$ cat src/rtl/id_ex_stage.sv
// ID/EX pipeline register with load-use hazard detection and execute-operand selection.
// Optional macro ID_EX_FORWARD_EN enables MEM/WB forwarding; otherwise RAW hazards stall instead.
module id_ex_stage #(
    parameter int XLEN = 32,
    parameter int RAW  = 5
) (
    input  logic            clk,
    input  logic            rst,
    input  logic            id_valid,
    input  logic [XLEN-1:0] id_pc,
    input  logic [XLEN-1:0] id_rs1_data,
    input  logic [XLEN-1:0] id_rs2_data,
    input  logic [XLEN-1:0] id_imm,
    input  logic [RAW-1:0]  id_rs1,
    input  logic [RAW-1:0]  id_rs2,
    input  logic [RAW-1:0]  id_rd,
    input  logic [2:0]      id_alu_control,
    input  logic            id_alu_src,
    input  logic [4:0]      id_ctrl,
    input  logic            flush,
    input  logic [RAW-1:0]  mem_rd,
    input  logic            mem_reg_write,
    input  logic [XLEN-1:0] mem_result,
    input  logic [RAW-1:0]  wb_rd,
    input  logic            wb_reg_write,
    input  logic [XLEN-1:0] wb_result,
    output logic            stall,
    output logic            ex_valid,
    output logic [XLEN-1:0] ex_pc,
    output logic [RAW-1:0]  ex_rd,
    output logic [4:0]      ex_ctrl,
    output logic [2:0]      ex_alu_control,
    output logic [XLEN-1:0] alu_a,
    output logic [XLEN-1:0] alu_b,
    output logic [XLEN-1:0] ex_store_data
);

    logic [RAW-1:0]  ex_rs1_reg;
    logic [RAW-1:0]  ex_rs2_reg;
    logic [XLEN-1:0] rs1_data_reg;
    logic [XLEN-1:0] rs2_data_reg;
    logic [XLEN-1:0] imm_reg;
    logic            alu_src_reg;
    logic [XLEN-1:0] fwd_rs1;
    logic [XLEN-1:0] fwd_rs2;
    logic [RAW-1:0]  id_rs [2];
    logic [1:0]      hit_ex;
    logic            load_hazard;
    logic            lu;

    assign id_rs[0] = id_rs1;
    assign id_rs[1] = id_rs2;

    // Per-source-operand match of the decode instruction against the EX destination.
    generate
        for (genvar gi = 0; gi < 2; gi++) begin : g_hit_ex
            assign hit_ex[gi] = (ex_rd != '0) && (id_rs[gi] == ex_rd);
        end
    endgenerate

    assign load_hazard = id_valid & ex_valid & ex_ctrl[2] & (|hit_ex);

`ifdef ID_EX_FORWARD_EN
    function automatic logic [XLEN-1:0] fwd_sel(input logic [RAW-1:0]  addr,
                                                input logic [XLEN-1:0] reg_data);
        logic [XLEN-1:0] r;
        r = reg_data;
        if (mem_reg_write && (mem_rd != '0) && (mem_rd == addr))
            r = mem_result;
        else if (wb_reg_write && (wb_rd != '0) && (wb_rd == addr))
            r = wb_result;
        return r;
    endfunction

    assign lu      = load_hazard;
    assign fwd_rs1 = fwd_sel(ex_rs1_reg, rs1_data_reg);
    assign fwd_rs2 = fwd_sel(ex_rs2_reg, rs2_data_reg);
`else
    logic [1:0] hit_mem;
    logic       unused_fwd_inputs;

    generate
        for (genvar gi = 0; gi < 2; gi++) begin : g_hit_mem
            assign hit_mem[gi] = (mem_rd != '0) && (id_rs[gi] == mem_rd);
        end
    endgenerate

    // Without forwarding any pending write in EX or MEM must drain first; WB writes
    // the register file before decode reads it, so WB needs no check.
    assign lu = load_hazard
              | (id_valid & ex_valid & ex_ctrl[4] & (|hit_ex))
              | (id_valid & mem_reg_write & (|hit_mem));
    assign fwd_rs1 = rs1_data_reg;
    assign fwd_rs2 = rs2_data_reg;
    assign unused_fwd_inputs = ^{mem_result, wb_rd, wb_reg_write, wb_result,
                                 ex_rs1_reg, ex_rs2_reg};
`endif

    assign stall = lu & ~flush;

    always_ff @(posedge clk) begin
        if (rst || flush || lu) begin
            ex_valid       <= 1'b0;
            ex_pc          <= '0;
            ex_rs1_reg     <= '0;
            ex_rs2_reg     <= '0;
            rs1_data_reg   <= '0;
            rs2_data_reg   <= '0;
            imm_reg        <= '0;
            ex_rd          <= '0;
            alu_src_reg    <= 1'b0;
            ex_alu_control <= '0;
            ex_ctrl        <= '0;
        end else begin
            ex_valid       <= id_valid;
            ex_pc          <= id_pc;
            ex_rs1_reg     <= id_rs1;
            ex_rs2_reg     <= id_rs2;
            rs1_data_reg   <= id_rs1_data;
            rs2_data_reg   <= id_rs2_data;
            imm_reg        <= id_imm;
            ex_rd          <= id_rd;
            alu_src_reg    <= id_alu_src;
            ex_alu_control <= id_alu_control;
            ex_ctrl        <= id_valid ? id_ctrl : 5'b0;
        end
    end

    assign alu_a         = fwd_rs1;
    assign alu_b         = alu_src_reg ? imm_reg : fwd_rs2;
    assign ex_store_data = fwd_rs2;

endmodule

$ cat config.mk
export PLATFORM = sky130hd
export DESIGN_NAME = id_ex_stage
export DESIGN_NICKNAME = d
export VERILOG_FILES = /design/src/rtl/id_ex_stage.sv
export SDC_FILE = /design/constraint.sdc
export NUM_CORES = 1
export LEC_CHECK = 0
export BUFFER_PORTS_ARGS = -buffer_cell sky130_fd_sc_hd__buf_2
export CAP_MARGIN = 20
export CORE_AREA = 3 3 144 146
export CTS_BUF_LIST = sky130_fd_sc_hd__clkbuf_4 sky130_fd_sc_hd__clkbuf_8
export CTS_CLUSTER_DIAMETER = 100
export DETAILED_ROUTE_END_ITERATION = 12
export DIE_AREA = 0 0 147 149
export HOLD_SLACK_MARGIN = 0.15
export MAX_ROUTING_LAYER = met4
export SLEW_MARGIN = 20
export SYNTH_ARGS = -nofsm -noshare
export SYNTH_HDL_FRONTEND = slang
export SYNTH_SLANG_ARGS = --single-unit
$ cat constraint.sdc
create_clock -name clk -period 4.2 [get_ports clk]
set_input_delay 0.42 -clock clk [delete_from_list [all_inputs] [get_ports clk]]
set_output_delay 0.42 -clock clk [all_outputs]
set_load 0.005 [all_outputs]
==> results of run 1 <==
-- logic make-up (layout without fill, tap and decap cells) --
kind of cell | after synthesis | after routing
flops | 143 | 143
xor+xnor | 20 | 20
simple gates | 156 | 156
compound gates | 6 | 6
buf+inv | 34 | 341
mux | 32 | 32
-- worst max path at each step --
stage	to	slack (ns)	cells past startpoint
2_1_floorplan	stall	2.16	5
3_3_place_gp	stall	1.72	7
3_5_place_dp	stall	1.71	7
4_1_cts	stall	1.72	7
5_1_grt	stall	1.57	6
6_report	stall	1.72	7
-- report_power, final --
group          internal, mW  switching, mW  leakage, nW
sequential             1.41         0.0230         1.17
combinational         0.150          0.105         2.44
clock                 0.566          0.562        0.204
total                  2.13          0.689         3.82
-- Yosys cell counts --
cell type  number  area (um2)
dfxtp_1       143        2863
and3_1        129       807.0
mux2_2         32       360.4
xnor2_1        20       175.2
clkbuf_1       16       60.06
and3_2          9       67.56
clkbuf_2        8       40.04
buf_8           6       90.09
and4_1          4       35.03
nand2_1         4       15.01
nand3_1         4       20.02
buf_1           3       11.26
nor2_1          3       11.26
o22ai_1         2       12.51
a21oi_1         1       5.000
a22oi_4         1       21.27
and4_2          1       10.01
buf_12          1       20.02
nor3_1          1       5.000
o211ai_1        1       7.510
o311a_1         1       10.01
or3_1           1       6.260
-- what timing repair did --
item                                   CTS  global route
hold buffers                             0             2
endpoints found under the hold margin    0             2
setup endpoints to repair                0             0
-- cell type report --
class	count	area, um2
clock inverters	13	152.6
flip-flops and latches	143	2864
multi-input cells	214	1577
fillers	2037	12770
well taps	265	331.6
clock buffers	19	255.2
repair buffers	309	1577
-- per-layer routing --
metal | track usage (%) | vias up | share of wire [%]
met5 | - | - | 0
met4 | 3.355 | 0 | 0.74
met3 | 5.409 | 7 | 9.9
met2 | 21.41 | 194 | 50
met1 | 13.70 | 1796 | 40
li1 | - | 1946 | -
==> metrics.csv, run 1 <==
metric,value,unit
synthAdderAreaFrac,0,%
chipWidth,147,um
crit-reg2reg-capture,alu_a[19]$_SDFF_PP0_,
hold_viol,0,
endpoint_kind,output port,
synth_top_family_by_area,simple AND/OR/NAND/NOR gates,
hold_ws,0.2065,ns
fmax,403.1,MHz
cts.sinks,143,
skew,0.01186,ns
cts_tree,yes,
min_path_type,input port to register,
postSynthNetCount,623,
yosys.area_share.simple,21.00,%
synth_compound_area_share,1.210,%
grt_use_total,12.64,%
powerDensity,416.9,mW/mm2
reg2reg_slack,2.46,ns
critPathLaunchType,input port,
min_from,id_alu_control[1],
rows,51,
setup_slack,1.719,ns
crit_start,mem_rd[0],
synth_warnings,0,
antenna_left,0,
hold_depth,2,
layout.nets,917,
gp_congestion,0.7885,
rsz0062_at_grt,false,
post_cts_buffers,0,
worstSetupPathType,input port to output port,
period_minus_slack,2.481,ns
grt_pass1_vias,3911,
antenna_cells,0,
worstRegToRegCells,6,
stdcell_count,963,
worstPathRequired,3.78,ns
synth_cells,391,
synth_seq_area_share,61.52,%
h-tree-depth,4,
cts_root_buf,clkbuf_8,
drt_iter0_drc,130,
final_core_util,34.60,%
synth_cell_type_count,22,
grt_max_degree,145,
crit_top_cell,buf_2,
dp.cells,929,
irDropWorstVdd,203.2,uV
insertion_delay,0.43,ns
vias,3943,
worstMarginPinSlew,0.8493,ns
fp.coreArea,0.01953,mm2
placed_area,0.006329,mm2
dp_hpwl,10130,um
syn_area_per_cell,11.90,um2
layout_common_cells,"buf_2 (304), dfxtp_1 (142), and3_1 (129), mux2_2 (32), xnor2_1 (20)",
drtPass1Iterations,4,
slowest_stage,buf_12,
path_delay_family,buffers and inverters,
ys_ff_latch,143,
viasPerCell,4.094,
ctsResizeCount,0,
layout_commonest_cell,buf_2,
clk_pin_slew_worst_paths,0.09,ns
p_leak,3.823,nW
finalMaxSlewViolations,0,
antenna_found_initial,0,
cts_made_buffers,17,
wl_per_cell,14.52,um
final_area,0.006756,mm2
synth.area.mux_share,7.744,%
status,finished clean,
crit_buf_inv,3,
slew_headroom,43.38,%
clockBufferDepth,2,
area_growth,45.20,%
fin_crit_sh,59.07,%
setup_violations,0,
path_cells,"buf_2, or3_1, o311a_1, a22oi_4, buf_12, nor2_1, buf_2",
gr-total-overflow,0,
drive_gt1_share,55.01,%
die_area,0.02190,mm2
grt_pass1_wl,20920,um
drc,0,
hold_end,ex_alu_control[1]$_SDFF_PP0_,
initial_core_util,23.83,%
synthXorXnorAreaFrac,3.764,%
power,2.817,mW
post-place-ws,1.711,ns
ios,375,
worstPathMaxFanout,144,
maxCapViolations,0,
drt-total-wl,13990,um
port_buffers,304,
fp.dieH,149,um
tns,0,ns
syn_area,0.004653,mm2
cp.arrival,2.06,ns
reg2reg_from,ex_rd[4]$_SDFF_PP0_,
max_stage_delay,0.40,ns
Power figures use the tool's default switching activity.
==> run 2, diff against run 1 <==
--- a/config.mk
+++ b/config.mk
@@ -7,11 +7,11 @@
 export LEC_CHECK = 0
 export BUFFER_PORTS_ARGS = -buffer_cell sky130_fd_sc_hd__buf_2
 export CAP_MARGIN = 20
-export CORE_AREA = 3 3 144 146
+export CORE_AREA = 3 3 145 147
 export CTS_BUF_LIST = sky130_fd_sc_hd__clkbuf_4 sky130_fd_sc_hd__clkbuf_8
 export CTS_CLUSTER_DIAMETER = 100
 export DETAILED_ROUTE_END_ITERATION = 12
-export DIE_AREA = 0 0 147 149
+export DIE_AREA = 0 0 148 150
 export HOLD_SLACK_MARGIN = 0.15
 export MAX_ROUTING_LAYER = met4
 export SLEW_MARGIN = 20
==> constraint.sdc (replaced) <==
create_clock -name clk -period 2.35 [get_ports clk]
set_input_delay 0.235 -clock clk [delete_from_list [all_inputs] [get_ports clk]]
set_output_delay 0.235 -clock clk [all_outputs]
set_load 0.005 [all_outputs]
==> run 2 against run 1 <==
  * Setup slack worse by 1.5 ns
  * Sequential cell count stayed put
  * Sequential power is 79% higher
  * Via count is 16% higher
  * Die area is 1.4% higher
  * Highest routed layer unchanged
  * Worst hold slack better by 0.21 ns
  * Global-route usage is 1.9 points higher
  * Critical path type is now register to register
  * Count of clock-buffer cells in the layout is 1 lower
  * Utilization is 6.6 points higher
  * First-iteration DRC count is 25% higher
  * Largest power group unchanged
  * Clock power is 72% higher
==> metrics.csv, run 2 (same netlist as run 1, synthesis figures left out) <==
metric,value,unit,change
gr-total-overflow,0,,unchanged
skew,0.01318,ns,+0.001318 ns
hold_viol,0,,unchanged
clockBufferDepth,2,,unchanged
min_path_type,input port to register,,
drtPass1Iterations,4,,unchanged
endpoint_kind,register,,
switching_share,25.43,%,+0.95 points
multiInputGateArea,0.001577,mm2,unchanged
combPwrFrac,12.9,%,+3.9 points
layout_commonest_cell,buf_2,,
power,5.164,mW,+83%
grt_max_degree,90,,-38%
fin_crit_sh,91.73,%,
worstPathRequired,2.67,ns,-1.11 ns
cts_root_buf,clkbuf_8,,
cts.sinks,143,,unchanged
wl_per_cell,14.52,um,about the same
setup_violations,0,,unchanged
regArea,0.002864,mm2,unchanged
clk_pin_slew_worst_paths,0.08,ns,about the same
rsz0062_at_grt,false,,
fillerInstances,1944,,-4.6%
p_leak,4.450,nW,+16%
worstMarginPinSlew,0.7467,ns,-0.1026 ns
fp.coreArea,0.02004,mm2,+2.6%
antenna_found_initial,1,,+1
ctsResizeCount,0,,unchanged
drive_gt1_share,45.81,%,-9.2 points
stdcell_count,1118,,+16%
switching_power,1.313,mW,+90%
layout.nets,1066,,+16%
area_growth,77.23,%,
power_frac_seq,49.5,%,-1.4 points
die_area,0.02220,mm2,+1.4%
layout_common_cells,"buf_2 (304), dlygate4sd3_1 (147), dfxtp_1 (142), and3_1 (129), mux2_2 (32)",,
fmax,463.9,MHz,
internal_power,3.851,mW,+81%
cp.arrival,2.47,ns,+0.41 ns
worstPathMaxFanout,66,,-54%
grt_pass1_vias,4834,,+24%
status,finished clean,,
drt-total-wl,16230,um,+16%
chipWidth,148,um,+0.68%
h-tree-depth,4,,unchanged
finalMaxSlewViolations,0,,unchanged
pwr-share-clk,37.6,%,-2.4 points
initial_core_util,23.22,%,-0.61 points
irDropWorstVdd,335.7,uV,+65%
gp_congestion,0.7490,,-5.0%
maxCapViolations,0,,unchanged
grt_pass1_wl,24980,um,+19%
drt_iter0_drc,163,,+25%
insertion_delay,0.43,ns,about the same
ios,375,,unchanged
antenna_left,0,,unchanged
vias,4576,,+16%
critPathLaunchType,register,,
tns,0,ns,unchanged
slew_headroom,50.22,%,+6.8 points
dp.cells,936,,+0.75%
powerDensity,626.2,mW/mm2,+50%
drc,0,,unchanged
period_minus_slack,2.156,ns,
dp_hpwl,10090,um,-0.39%
cts_tree,yes,,
reg2reg_slack,0.19,ns,-2.27 ns
viasPerCell,4.093,,about the same
port_buffers,304,,unchanged
fp.dieH,150,um,+0.67%
rows,52,,+2.0%
cts_made_buffers,17,,unchanged
worstSetupPathType,register to register,,
grt_use_total,14.55,%,+1.9 points
==> run 2: area by class of cell <==
class                   instances  share of cell area, %
multi-input cells             214                  19.12
flip-flops and latches        143                  34.73
diodes                          1                0.03034
repair buffers                458                  37.23
clock buffers                  18                  3.004
well taps                     270                  4.096
clock inverters                14                  1.790
==> run 2: routing by layer <==
| layer | vias up | routed length [um] | GRT usage, % |
|---|---|---|---|
| li1 | 2243 | - | - |
| met1 | 2088 | 6593 | 16.14 |
| met2 | 217 | 8023 | 24.53 |
| met3 | 28 | 1239 | 4.452 |
| met4 | 0 | 375 | 5.866 |
| met5 | - | 0 | - |
==> run 2: repair_timing <==
action | CTS | global route
hold buffers | 147 | 0
buffers inserted | 0 | 2
endpoints found under the hold margin | 143 | 0
endpoints found under the setup margin | 0 | 4
==> run 2: through the flow <==
step	setup slack (ns)	util, %	hold slack, ns	instance area [um2]
after global routing	0.07414	41.15	0.3844	8247
after floorplan	0.6837	-	0.3809	4653
after global placement	0.3092	31.75	0.4570	6362
after detailed placement	0.3272	31.75	0.4606	6362
final	0.1943	41.15	0.4155	8247
after CTS	0.1253	41.07	0.4152	8229
==> run 2: path summary, 6_finish.rpt <==
check / from / cells past startpoint / to
worst max-delay path: ex_rd[4]$_SDFF_PP0_ / 7 / ex_ctrl[4]$_SDFF_PP0_
worst min-delay path: mem_reg_write / 4 / ex_alu_control[1]$_SDFF_PP0_
worst max register to register: ex_rd[4]$_SDFF_PP0_ / 7 / ex_ctrl[4]$_SDFF_PP0_
worst min register to register: ex_valid$_SDFF_PP0_ / 4 / ex_alu_control[1]$_SDFF_PP0_
==> run 2: critical path: stages (launching register included) <==
cell           delay (ns)
dfxtp_1              0.44
xnor2_1              0.14
nand3_1              0.09
o22ai_1              0.26
a22oi_4              0.15
buf_12               0.20
and4_1               0.21
dlygate4sd3_1        0.54
==> run 2: power groups by stage <==
stage / Clock, mW / Combinational [mW] / Sequential, mW
global route: 2.13 / 0.726 / 2.57
detailed placement: 0 / 0.467 / 2.61
CTS: 2.04 / 0.659 / 2.56
global placement: 0 / 0.465 / 2.61
finish: 1.94 / 0.666 / 2.56
floorplan: 0 / 0.185 / 2.62
